--- src/rtl/matmul_pkg.sv ---
// Shared definitions for the 3x3 matrix-multiply controller: default geometry,
// bus widths, FSM state encoding and the row-major address helper.
package matmul_pkg;

  localparam int N_DEF      = 3;
  localparam int A_BASE_DEF = 0;
  localparam int B_BASE_DEF = 9;
  localparam int C_BASE_DEF = 18;

  localparam int ADDR_W = 5;
  localparam int DATA_W = 8;
  localparam int ACC_W  = 18;

  typedef enum logic [2:0] {
    S_IDLE = 3'd0,
    S_RD_A = 3'd1,
    S_RD_B = 3'd2,
    S_WR   = 3'd3,
    S_DONE = 3'd4
  } state_t;

  // Row-major element address, wrapped to the 5-bit memory space.
  function automatic logic [ADDR_W-1:0] elem_addr(
    input logic [ADDR_W-1:0] base,
    input logic [ADDR_W-1:0] row,
    input logic [ADDR_W-1:0] col,
    input logic [ADDR_W-1:0] dim
  );
    return base + row * dim + col;
  endfunction

endpackage

--- src/rtl/matmul_ctrl_mac8.sv ---
// mac8: 8x8 unsigned multiply feeding an 18-bit accumulator.
// clr has priority over en so a clear and an accumulate never collide.
module mac8
  import matmul_pkg::*;
(
  input  logic              clk,
  input  logic              rst,
  input  logic              clr,
  input  logic              en,
  input  logic [DATA_W-1:0] a,
  input  logic [DATA_W-1:0] b,
  output logic [ACC_W-1:0]  acc
);

  logic [2*DATA_W-1:0] prod;
  logic [ACC_W-1:0]    acc_d;
  logic [ACC_W-1:0]    acc_q;

  // Next accumulator value: clear, add one product, or hold.
  always_comb begin
    prod  = {{DATA_W{1'b0}}, a} * {{DATA_W{1'b0}}, b};
    acc_d = acc_q;
    if (clr) begin
      acc_d = '0;
    end else if (en) begin
      acc_d = acc_q + {{(ACC_W - 2*DATA_W){1'b0}}, prod};
    end
  end

  // Accumulator register, cleared by the active-low asynchronous reset.
  always_ff @(posedge clk or negedge rst) begin
    if (!rst) begin
      acc_q <= '0;
    end else begin
      acc_q <= acc_d;
    end
  end

  assign acc = acc_q;

endmodule

--- src/rtl/matmul_ctrl.sv ---
// matmul_ctrl: sequences C = A x B over an external 32x8 single-port memory.
// Each C element takes 7 cycles (three RD_A/RD_B pairs, then one WR). While
// idle the host port is passed straight through to the memory; while busy
// the controller owns the memory and host requests are dropped.
module matmul_ctrl
  import matmul_pkg::*;
#(
  parameter int N      = N_DEF,
  parameter int A_BASE = A_BASE_DEF,
  parameter int B_BASE = B_BASE_DEF,
  parameter int C_BASE = C_BASE_DEF
) (
  input  logic              clk,
  input  logic              rst,
  input  logic              start,
  output logic              busy,
  output logic              done,
  output logic              ovf,
  input  logic [ADDR_W-1:0] host_addr,
  input  logic [DATA_W-1:0] host_wdata,
  input  logic              host_we,
  input  logic              host_re,
  output logic [DATA_W-1:0] host_rdata,
  output logic              host_grant,
  output logic [ADDR_W-1:0] mem_addr,
  output logic [DATA_W-1:0] mem_wdata,
  output logic              mem_we,
  output logic              mem_re,
  input  logic [DATA_W-1:0] mem_rdata
);

  localparam int CW = (N > 1) ? $clog2(N) : 1;
  localparam logic [CW-1:0] LAST = CW'(N - 1);

  state_t            state_q, state_d;
  logic [CW-1:0]     i_q, i_d;
  logic [CW-1:0]     j_q, j_d;
  logic [CW-1:0]     k_q, k_d;
  logic [DATA_W-1:0] a_q, a_d;
  logic              ovf_q, ovf_d;
  logic              busy_q, busy_d;
  logic              done_q, done_d;

  logic              mac_clr;
  logic              mac_en;
  logic [ACC_W-1:0]  acc;

  logic [ADDR_W-1:0] ctl_addr;
  logic              ctl_re;
  logic              ctl_we;
  logic              idle;

  // The accumulator adds a_reg * B element during RD_B and is cleared on the
  // start edge and after each C element is written.
  mac8 u_mac (
    .clk (clk),
    .rst (rst),
    .clr (mac_clr),
    .en  (mac_en),
    .a   (a_q),
    .b   (mem_rdata),
    .acc (acc)
  );

  // Next-state, loop-index and flag logic for the sequencer.
  always_comb begin
    state_d = state_q;
    i_d     = i_q;
    j_d     = j_q;
    k_d     = k_q;
    a_d     = a_q;
    ovf_d   = ovf_q;
    mac_clr = 1'b0;
    mac_en  = 1'b0;
    case (state_q)
      S_IDLE: begin
        if (start) begin
          state_d = S_RD_A;
          i_d     = '0;
          j_d     = '0;
          k_d     = '0;
          ovf_d   = 1'b0;
          mac_clr = 1'b1;
        end
      end
      S_RD_A: begin
        a_d     = mem_rdata;
        state_d = S_RD_B;
      end
      S_RD_B: begin
        mac_en = 1'b1;
        if (k_q != LAST) begin
          k_d     = k_q + CW'(1);
          state_d = S_RD_A;
        end else begin
          state_d = S_WR;
        end
      end
      S_WR: begin
        mac_clr = 1'b1;
        k_d     = '0;
        if (acc > ACC_W'(255)) begin
          ovf_d = 1'b1;
        end
        if (j_q == LAST) begin
          j_d = '0;
          if (i_q == LAST) begin
            state_d = S_DONE;
          end else begin
            i_d     = i_q + CW'(1);
            state_d = S_RD_A;
          end
        end else begin
          j_d     = j_q + CW'(1);
          state_d = S_RD_A;
        end
      end
      S_DONE: begin
        state_d = S_IDLE;
      end
      default: begin
        state_d = S_IDLE;
      end
    endcase
    // busy/done are registered from the next state so they line up with it.
    busy_d = (state_d != S_IDLE);
    done_d = (state_d == S_DONE);
  end

  // Sequencer state and registered status outputs; reset aborts a run at once.
  always_ff @(posedge clk or negedge rst) begin
    if (!rst) begin
      state_q <= S_IDLE;
      i_q     <= '0;
      j_q     <= '0;
      k_q     <= '0;
      a_q     <= '0;
      ovf_q   <= 1'b0;
      busy_q  <= 1'b0;
      done_q  <= 1'b0;
    end else begin
      state_q <= state_d;
      i_q     <= i_d;
      j_q     <= j_d;
      k_q     <= k_d;
      a_q     <= a_d;
      ovf_q   <= ovf_d;
      busy_q  <= busy_d;
      done_q  <= done_d;
    end
  end

  // Controller-side memory request for the current phase of the sequence.
  always_comb begin
    ctl_addr = '0;
    ctl_re   = 1'b0;
    ctl_we   = 1'b0;
    case (state_q)
      S_RD_A: begin
        ctl_re   = 1'b1;
        ctl_addr = elem_addr(ADDR_W'(A_BASE), ADDR_W'(i_q), ADDR_W'(k_q), ADDR_W'(N));
      end
      S_RD_B: begin
        ctl_re   = 1'b1;
        ctl_addr = elem_addr(ADDR_W'(B_BASE), ADDR_W'(k_q), ADDR_W'(j_q), ADDR_W'(N));
      end
      S_WR: begin
        ctl_we   = 1'b1;
        ctl_addr = elem_addr(ADDR_W'(C_BASE), ADDR_W'(i_q), ADDR_W'(j_q), ADDR_W'(N));
      end
      default: begin
        ctl_addr = '0;
      end
    endcase
  end

  assign idle = (state_q == S_IDLE);

  // Memory port arbitration: host passthrough when idle, controller otherwise.
  // A host write wins over a simultaneous host read so re/we stay exclusive.
  always_comb begin
    if (idle) begin
      mem_addr   = host_addr;
      mem_wdata  = host_wdata;
      mem_we     = host_we;
      mem_re     = host_re & ~host_we;
      host_grant = 1'b1;
      host_rdata = mem_rdata;
    end else begin
      mem_addr   = ctl_addr;
      mem_wdata  = acc[DATA_W-1:0];
      mem_we     = ctl_we;
      mem_re     = ctl_re;
      host_grant = 1'b0;
      host_rdata = '0;
    end
  end

  assign busy = busy_q;
  assign done = done_q;
  assign ovf  = ovf_q;

endmodule

--- config.mk ---
export PLATFORM = sky130hd
export DESIGN_NAME = matmul_ctrl
export DESIGN_NICKNAME = d
export VERILOG_FILES = /design/src/rtl/matmul_pkg.sv /design/src/rtl/matmul_ctrl_mac8.sv /design/src/rtl/matmul_ctrl.sv
export SDC_FILE = /design/constraint.sdc
export NUM_CORES = 1
export LEC_CHECK = 0
export CORE_ASPECT_RATIO = 0.6
export CORE_MARGIN = 5
export CORE_UTILIZATION = 32
export DETAILED_ROUTE_END_ITERATION = 12
export SLEW_MARGIN = 20
export SYNTH_ARGS = -nofsm -noshare
export SYNTH_HDL_FRONTEND = slang
export SYNTH_SLANG_ARGS = --single-unit
--- constraint.sdc ---
create_clock -name clk -period 10.92 [get_ports clk]
set_clock_uncertainty 0.2 [all_clocks]
set_input_delay 2.184 -clock clk [delete_from_list [all_inputs] [get_ports clk]]
set_output_delay 2.184 -clock clk [all_outputs]
set_load 0.005 [all_outputs]
# == Yosys cells after proc, flatten, opt, wreduce, memory -nomap -nowiden ==
# Cells that the tools add are included.
# classes
addsub,9
multipliers,3
order_cmp,1
n_eq_ne,12
n_mux,30
n_bitwise,2
reduce_logical,10
# op_table
op,n
18-bit 2-to-1 mux,2
18-bit by 16-bit adder with 18-bit output,1
18-bit by 8-bit greater-than comparator with 1-bit output (second input constant),1
8-bit by 8-bit multiplier with 16-bit output,1
8-bit 2-to-1 mux,2
5-bit case mux with 3 select lines,1
2-bit 2-to-1 mux,6
2-bit inequality test (second input constant),6
3-bit case mux with 4 select lines,1
5-bit by 2-bit adder with 5-bit output,2
1-bit 2-to-1 mux,9
3-bit 2-to-1 mux,3
2-bit by 2-bit multiplier with 4-bit output (second input constant),2
2-bit case mux with 2 select lines,2
2-bit by 1-bit adder with 2-bit output (second input constant),3
3-bit by 2-bit equality test with 1-bit output (second input constant),2
2-bit case mux with 3 select lines,1
3-bit AND reduction,2
3-bit nonzero test,2
4-bit by 2-bit adder with 5-bit output,1
4-bit by 4-bit adder with 5-bit output (first input constant),1
5-bit by 4-bit adder with 5-bit output (first input constant),1
5-bit 2-to-1 mux,1
2-bit equality test (second input constant),2
10 further kinds,12
# word_totals
regBits,38
input_bits,26
elab_cells,76

# == Logic depth before layout (Yosys ltp) ==
# Gate-level depths: netlist of the first run.
# depth
ltp_word,5
mapped_depth,19

# == Modules after synthesis ==
# A second synthesis of the first run with hierarchy kept.
# hier_totals
hier_cells,522
area_unflattened_um2,4919.7
# by_module_without_submodules
mod,instances,cells_per_inst,area_each_um2,seq_area_each_um2
mac8,1,381,3387.0,450.4
matmul_ctrl,1,141,1532.7,500.5

# == Least setup slack after synthesis of the first run ==
# OpenSTA, ideal clock, no wires.
# synth_path
path_kind,input to register
from,input port mem_rdata[1]
to,register u_mac.acc_q[15] (netlist: u_mac.acc[15])
setup_time_ps,127
arrival_ps,6017
slack_ps,4576
path_stages,17
n_path_buf,1
path_cell_list,clkbuf_1 > nand2_1 > fa_1 > inv_1 > fa_1 > inv_1 > fa_1 > fa_1 > inv_1 > ha_1 > o21a_1 > o31ai_4 > nand2b_1 > a21o_1 > a31oi_4 > mux2i_1 > nand3_1
# synth_via
elab_chain_len,4
# synth_rtl
item,line_no,rtl
start: declaration,matmul_ctrl.sv:29,input logic [DATA_W-1:0] mem_rdata
8-bit by 8-bit multiplier with 16-bit output,matmul_ctrl_mac8.sv:21,"prod = {{DATA_W{1'b0}}, a} * {{DATA_W{1'b0}}, b};"
18-bit by 16-bit adder with 18-bit output,matmul_ctrl_mac8.sv:26,"acc_d = acc_q + {{(ACC_W - 2*DATA_W){1'b0}}, prod};"
18-bit 2-to-1 mux,matmul_ctrl_mac8.sv:25,end else if (en) begin
18-bit 2-to-1 mux,matmul_ctrl_mac8.sv:23,if (clr) begin
end signal: assignment,matmul_ctrl_mac8.sv:33,acc_q <= '0;
end signal: assignment,matmul_ctrl_mac8.sv:35,acc_q <= acc_d;
end: declaration,matmul_ctrl_mac8.sv:17,logic [ACC_W-1:0] acc_q;
# No other way between the ends. The select of a mux whose other input is x is not followed.
# A chain may end at the register's enable or synchronous reset.

# == Worst setup path in the final report of the first run ==
# layout_path
from,input port mem_rdata[5]
to,register u_mac.acc_q[16] (netlist: u_mac.acc[16])
# The elaborated chain is that of the path after synthesis.

==> impl_metrics.tcl, run 1 <==
set metrics [dict create \
    status "finished, final reports clean" \
    synth_cell_types 57 \
    rows 35 \
    n_fill_cell 1535 \
    finalCriticalPeriod_ps 6880 \
    core_area_sq_um 15200 \
    final_cell_mix "111 x inv_1, 59 x nand2_1, 55 x fa_1" \
    grt_pass1_vias 4027 \
    grt_first_pass_wirelength_microns 20500 \
    synth.avg_cell_area_sq_um 8.89 \
    fin_tns_setup_ps 0 \
    drt-initial-drc-count 130 \
    netlist_instances 550 \
    min_from "u_mac.acc[5]" \
    dp_hpwl_microns 9710 \
    worst_setup_path_end_kind "flop" \
    synth_edf_count 0 \
    cts_max_path_buffers 2 \
    drt-pass1-iter-count 5 \
    globalRouteOverflowTotal 0 \
    max_slew_margin 0.400 \
    antennaDiodeCount 0 \
    synth_seq_cells 38 \
    place_ws_ps 3750 \
    worstSkewPairLatency_ps 290 \
    crit_required_ps 10860 \
    period_share 0.630 \
    drc_errors 0 \
    drv_cap 0 \
    routed_wl_microns 11900 \
    fmax_ghz 0.145 \
    arrival_ps 6820 \
    seq_area_frac_synth 0.195 \
    nets 720 \
    setup-violations-final 0 \
    port_buffers 52 \
    drtAntennaViolNets 0 \
    crit_path_start "mem_rdata[5]" \
    cts_buffers 5 \
    reg2reg_from "a_q[3]" \
    cts_max_level 2 \
    initial_core_util 0.323 \
    vias_per_cell 4.77 \
    rsz0062_at_grt "false" \
    final-seq-area_sq_um 951 \
    track_usage 0.140 \
    die_height_microns 106 \
    hold_class "flop to flop" \
    crit_type "primary input to flop" \
    fin_ws_ps 4040 \
    vias 3776 \
    cts-resized-gates 0 \
    drive_gt1_frac 0.0560 \
    wl_per_cell_microns 15.1 \
    yosysWarnings 0 \
    postCtsSetupRepairBufs 0 \
    antenna_found_initial 0 \
    hold_viol_final 0 \
    clk_pin_slew_ps 60 \
    ioPinCount 53 \
    multi_input_area_sq_um 3410 \
    die_w_microns 170 \
    grt_max_degree 39 \
    cts.sinks 38 \
    cp-start-kind "primary input" \
    final_common_cell "inv_1" \
    maxSlewViolCount 0 \
    synth_nets 682 \
    cts-root-buf "clkbuf_16" \
    ys.flop_type "dfrtp_1" \
    place.gp.congestion 0.883 \
    worst_slew_pin_slew_ps 901 \
    async_flop_share 1.00 \
    synth_area_sq_um 4890 \
    area_growth_pct 17.9 \
    worstPathMaxFanout 10 \
    cts_hold_buf 0 \
    cts_tree "done" \
    die_area_sq_um 17900 \
]
==> layer usage <==
metal / global-route usage / vias up / wire (microns)
met5: 0 / - / 0
met4: 0.0235 / 0 / 110
met3: 0.0217 / 11 / 614
met2: 0.219 / 90 / 5070
met1: 0.209 / 1854 / 6130
li1: - / 1821 / -
==> registers in the layout, summed over array words and instances, names as in the netlist <==
name / count
state_q: 3
i_q: 2
j_q: 2
k_q: 2
done: 1
a_q: 8
busy: 1
ovf: 1
u_mac.acc: 18
==> through the flow <==
| step | instances | hold WS, ps | cell area, sq um | util |
|---|---|---|---|---|
| 6_report | 792 | 286 | 5760 | 0.380 |
| 5_1_grt | 792 | 312 | 5760 | 0.380 |
| 4_1_cts | 792 | 290 | 5760 | 0.380 |
| 3_5_place_dp | 784 | 274 | 5570 | 0.367 |
| 3_3_place_gp | 784 | 270 | 5570 | 0.367 |
| 2_1_floorplan | 550 | 249 | 4890 | - |
==> cells by family after synthesis <==
family                   share of synthesized area
buffers and inverters                        0.108
flip-flops                                   0.195
XOR/XNOR                                    0.0233
adder cells (fa/ha/maj)                      0.356
AND/OR/NAND/NOR                              0.168
multiplexers                                0.0271
AO/OA/AOI/OAI                                0.123
==> critical path, cell delays in order <==
cell and delay [ps]:
clkdlybuf4s50_1 640, and2_1 290, fa_1 470, fa_1 550, inv_1 60, fa_1 510
fa_1 540, inv_1 40, ha_1 400, a21oi_1 210, o21ai_1 140, a211oi_1 230
o21ai_1 120, a31oi_1 200, xor2_1 170, o21ai_1 70
==> cells in the mapped netlist (all sizes together) (2+ instances only) <==
cell	count	area, sq um
xnor2	4	35.0
mux2i	2	20.0
a32o	2	20.0
fa	55	1100
nor3b	2	20.0
buf	7	50.1
a21oi	13	68.8
a211oi	3	27.5
and2	43	269
nor3	3	15.0
nor2	20	75.1
a21o	11	82.6
nor2b	5	38.8
a22oi	5	37.5
nand3	8	40.0
nand3b	2	15.0
o31ai	3	36.3
mux2	10	113
nor4	2	12.5
nand2	59	221
xor2	9	78.8
a22o	5	43.8
dfrtp	38	951
clkbuf	16	61.3
ha	51	638
a31oi	5	52.6
nand4	3	18.8
inv	111	417
or3b	2	17.5
o21ai	33	173
nand2b	5	31.3
==> final timing paths <==
path	slack, ps	end	depth (start not counted)
max reg2reg	6090	u_mac.acc[17]	15
min reg2reg	290	u_mac.acc[5]	2
max in group asynchronous	8130	u_mac.acc[16]	1
max	4040	u_mac.acc[16]	16
min	290	u_mac.acc[5]	2
min in group asynchronous	1820	i_q[0]	1
==> area by class of cell <==
class,count,area share
Timing Repair Buffer,54,0.0920
Clock buffer,6,0.0241
Sequential cell,38,0.165
Tap cell,203,0.0441
Multi-Input combinational cell,378,0.592
Inverter,111,0.0723
Clock inverter,2,0.0104
Power of run 1 is not shown: default switching activity piles up to over one toggle a cycle in this logic, so the estimate is an artifact.
==> run 2: changes to the inputs <==
==> constraint.sdc (replaced) <==
create_clock -name clk -period 6.5 [get_ports clk]
set_clock_uncertainty 0.2 [all_clocks]
set_input_delay 1.3 -clock clk [delete_from_list [all_inputs] [get_ports clk]]
set_output_delay 1.3 -clock clk [all_outputs]
set_load 0.005 [all_outputs]
==> run 2 against run 1 <==
Against the previous run:
- flip-flop and latch count unchanged
- largest cell class unchanged
- critical path depth unchanged
- utilization barely moved
- highest routed layer unchanged
- worst hold slack lost 0.59 ps
- die area is the same
==> impl_metrics.tcl, run 2 (synthesis results as in run 1) <==
set metrics [dict create \
    fmax_ghz 0.166 \
    rows 35 \
    cts.sinks 38 \
    nets 723 \
    port_buffers 52 \
    drt-initial-drc-count 243 \
    reg2reg_from "a_q[4]" \
    fin_cells 795 \
    final-seq-area_sq_um 951 \
    finalCriticalPeriod_ps 6010 \
    holdPathStages 2 \
    worst_setup_path_end_kind "flop" \
    utilization 0.380 \
    r2r_slack_ps 1680 \
    hold_viol_final 0 \
    globalRouteOverflowTotal 0 \
    hold_class "flop to flop" \
    dp_hpwl_microns 9700 \
    crit_path_start "mem_rdata[5]" \
    cts-resized-gates 0 \
    grt_max_degree 39 \
    setup-violations-final 0 \
    wl_per_cell_microns 14.9 \
    place_ws_ps 252 \
    worstPathMaxFanout 10 \
    grt_pass1_vias 3943 \
    crit_required_ps 6450 \
    fin_tns_setup_ps 0 \
    worst_slew_pin_slew_ps 995 \
    period_share 0.925 \
    final_cell_mix "111 x inv_1, 59 x nand2_1, 55 x fa_1" \
    place.gp.congestion 0.863 \
    drc_errors 0 \
    crit_type "primary input to flop" \
    vias_per_cell 4.77 \
    antenna_found_initial 0 \
    grt_first_pass_wirelength_microns 20700 \
    largest_register_ffs 18 \
    worstSkewPairLatency_ps 290 \
    cts_max_level 2 \
    vias 3791 \
    cts_tree "done" \
    die_height_microns 106 \
    multi_input_area_sq_um 3410 \
    rsz0062_at_grt "false" \
    r2r-end "u_mac.acc[16]" \
    drt-pass1-iter-count 4 \
    fin_ws_ps 488 \
    n_fill_cell 1544 \
    cts_hold_buf 0 \
    arrival_ps 5960 \
    drive_gt1_frac 0.0608 \
    placed_cells 787 \
    initial_core_util 0.323 \
    endpoint "u_mac.acc[16]" \
    max_slew_margin 0.336 \
    rr_worst_depth 15 \
    cts_buffers 5 \
    final_common_cell "inv_1" \
    cts_max_path_buffers 2 \
    drv_cap 0 \
    drtAntennaViolNets 0 \
    clk_pin_slew_ps 60 \
    die_area_sq_um 17900 \
    track_usage 0.142 \
    core_area_sq_um 15200 \
    antennaDiodeCount 0 \
    status "finished, final reports clean" \
    maxSlewViolCount 0 \
    cp-start-kind "primary input" \
    die_w_microns 170 \
    area_growth_pct 17.8 \
    cts-root-buf "clkbuf_16" \
    routed_wl_microns 11900 \
    postCtsSetupRepairBufs 0 \
    ioPinCount 53 \
]
-- run 2: cell types whose count changed in the layout (fill, tap and decap cells not counted) --
cell	change
clkbuf_8	-1
buf_4	+3
clkinvlp_4	+2
bufinv_16	-1
-- run 2: critical path: stages --
cell and delay [ps]:
clkdlybuf4s50_1 660, and2_1 310, fa_1 460, fa_1 540, inv_1 50, fa_1 520, fa_1 550, inv_1 40
ha_1 410, a21oi_1 210, o21ai_1 120, a211oi_1 210, o21ai_1 120, a31oi_1 210, xor2_1 170, o21ai_1 70
-- run 2: how the worst min path moves through the flow --
| stage | to | startpoint |
|---|---|---|
| floorplan | u_mac.acc[5] | u_mac.acc[5] |
| global placement | u_mac.acc[5] | u_mac.acc[5] |
| detailed placement | u_mac.acc[4] | u_mac.acc[4] |
| CTS | u_mac.acc[6] | u_mac.acc[6] |
| global route | u_mac.acc[5] | u_mac.acc[5] |
| finish | u_mac.acc[4] | u_mac.acc[4] |
-- run 2: per-stage QoR --
| step | cell area [sq um] | hold slack, ps |
|---|---|---|
| 4_1_cts | 5760 | 286 |
| 5_1_grt | 5760 | 291 |
| 2_1_floorplan | 4890 | 249 |
| 6_report | 5760 | 285 |
| 3_3_place_gp | 5590 | 270 |
| 3_5_place_dp | 5590 | 275 |
-- run 2: final cells by class --
type,instances,area share
clock buffer,5,0.0217
clock inverter,3,0.00782
multi-input combinational,378,0.593
sequential,38,0.165
timing repair buffer,57,0.0960
inverter,111,0.0724
tap,203,0.0441
-- run 2: per-layer routing --
layer  global-route usage  share of wire
met2                0.205           0.41
met5                    0              0
met4               0.0276          0.011
met3               0.0330          0.070
met1                0.215           0.51
Power of run 2 is left out for the same reason.
==> run 3: changes to the inputs <==
--- a/config.mk
+++ b/config.mk
@@ -6,7 +6,6 @@
 export NUM_CORES = 1
 export LEC_CHECK = 0
 export CORE_ASPECT_RATIO = 0.6
-export CORE_MARGIN = 5
 export CORE_UTILIZATION = 32
 export DETAILED_ROUTE_END_ITERATION = 12
 export SLEW_MARGIN = 20
==> run 3 against run 2 <==
Against the previous run:
- die area decreased by 12%
- final cell count decreased by 0.50%
- worst setup slack improved by 38 ps
- sequential share of layout area about the same
- fmax increased by 0.63%
- global-route usage increased by 2.3 points
- worst hold slack improved by 0.63 ps
- utilization increased by 1.1 points
- non-clock buffer count increased by 1
- via count increased by 1.6%
- wire length increased by 1.1%
- cell area decreased by 0.11%
- critical path type unchanged
- critical endpoint unchanged
==> impl_metrics.tcl, run 3 (synthesis results as in run 1) <==
set metrics [dict create \
    status "finished, final reports clean" \
    final_cell_mix "111 x inv_1, 59 x nand2_1, 55 x fa_1" \
    drt-initial-drc-count 226 \
    initial_core_util 0.332 \
    cts_max_level 2 \
    grt_first_pass_wirelength_microns 20700 \
    rsz0062_at_grt "false" \
    place.gp.congestion 0.893 \
    clk_pin_slew_ps 60 \
    crit_required_ps 6440 \
    final_common_cell "inv_1" \
    vias_per_cell 4.87 \
    setup-violations-final 0 \
    rows 34 \
    grt_max_degree 39 \
    path_cells "clkdlybuf4s50_1 > and2_1 > fa_1 > fa_1 > inv_1 > fa_1 > fa_1 > inv_1 > ha_1 > a21oi_1 > o21ai_1 > a211oi_1 > o21ai_1 > a31oi_1 > xor2_1 > o21ai_1" \
    n_fill_cell 1498 \
    largest_register_ffs 18 \
    nets 724 \
    fmax_ghz 0.167 \
    fin_tns_setup_ps 0 \
    cts_hold_buf 0 \
    cp_num_buf_inv 3 \
    max_stage_delay_ps 620 \
    ioPinCount 53 \
    hold_class "flop to flop" \
    die_w_microns 162 \
    cts_tree "done" \
    cts_max_path_buffers 2 \
    antenna_found_initial 0 \
    die_area_sq_um 15800 \
    vias 3853 \
    drv_cap 0 \
    period_share 0.919 \
    area_growth_pct 17.7 \
    cp_num_cells 16 \
    maxSlewViolCount 0 \
    finalCriticalPeriod_ps 5970 \
    cts_buffers 5 \
    cp-start-kind "primary input" \
    wl_per_cell_microns 15.2 \
    cts.sinks 38 \
    worstPathMaxFanout 10 \
    max_slew_margin 0.356 \
    track_usage 0.165 \
    drc_errors 0 \
    globalRouteOverflowTotal 0 \
    crit_slowest_cell "clkdlybuf4s50_1" \
    rr_worst_depth 15 \
    crit_top_cell "fa_1" \
    arrival_ps 5910 \
    drive_gt1_frac 0.0590 \
    dp_hpwl_microns 9830 \
    cts-root-buf "clkbuf_16" \
    worst_setup_path_end_kind "flop" \
    drt-pass1-iter-count 5 \
    hold_viol_final 0 \
    crit_family "adder cells" \
    grt_pass1_vias 3979 \
    cts-resized-gates 0 \
    drtAntennaViolNets 0 \
    antennaDiodeCount 0 \
    crit_type "primary input to flop" \
    port_buffers 52 \
    core_area_sq_um 14700 \
    routed_wl_microns 12000 \
    die_height_microns 97.7 \
    worst_slew_pin_slew_ps 966 \
    holdPathStages 2 \
    worstSkewPairLatency_ps 280 \
    postCtsSetupRepairBufs 0 \
]
==> run 3: worst paths after layout <==
path / from / endpoint / slack, ps
setup / recovery: mem_rdata[6] / u_mac.acc[16] / 530
hold / removal: u_mac.acc[6] / u_mac.acc[6] / 290
setup reg to reg: a_q[4] / u_mac.acc[16] / 1670
hold reg to reg: u_mac.acc[6] / u_mac.acc[6] / 290
max in group asynchronous: rst / u_mac.acc[17] / 4520
min in group asynchronous: rst / i_q[0] / 970
==> run 3: worst reg2reg max path: stages, from the launching register on <==
cell      delay (ps)
dfrtp_1          510
and2_1           250
fa_1             500
fa_1             540
inv_1             50
fa_1             500
fa_1             550
inv_1             40
ha_1             390
a21oi_1          200
o21ai_1          120
a211oi_1         240
o21ai_1          130
a31oi_1          210
xor2_1           170
o21ai_1           70
==> run 3: cell type report <==
type	instances	area, sq um	area share
tap	198	248	0.0431
timing repair buffer	58	561	0.0975
clock inverter	1	30.0	0.00522
sequential	38	951	0.165
clock buffer	7	133	0.0231
inverter	111	417	0.0724
multi-input combinational	378	3410	0.593
==> run 3: per-layer routing <==
layer  vias up  GRT usage  wire length (microns)
li1       1828          -                      -
met1      1907      0.253                   6220
met2       111      0.247                   4990
met3         7     0.0235                    706
met4         0     0.0283                     91
met5         -          0                      0
==> run 3: metrics by stage <==
stage | util | cells | cell area [sq um] | hold slack (ps) | setup WS, ps
2_1_floorplan | - | 550 | 4890 | 249 | 1040
3_3_place_gp | 0.380 | 783 | 5590 | 268 | 305
3_5_place_dp | 0.380 | 783 | 5590 | 277 | 260
4_1_cts | 0.391 | 791 | 5750 | 289 | 553
5_1_grt | 0.391 | 791 | 5750 | 321 | 274
6_report | 0.391 | 791 | 5750 | 286 | 526
Power of run 3 is left out for the same reason.
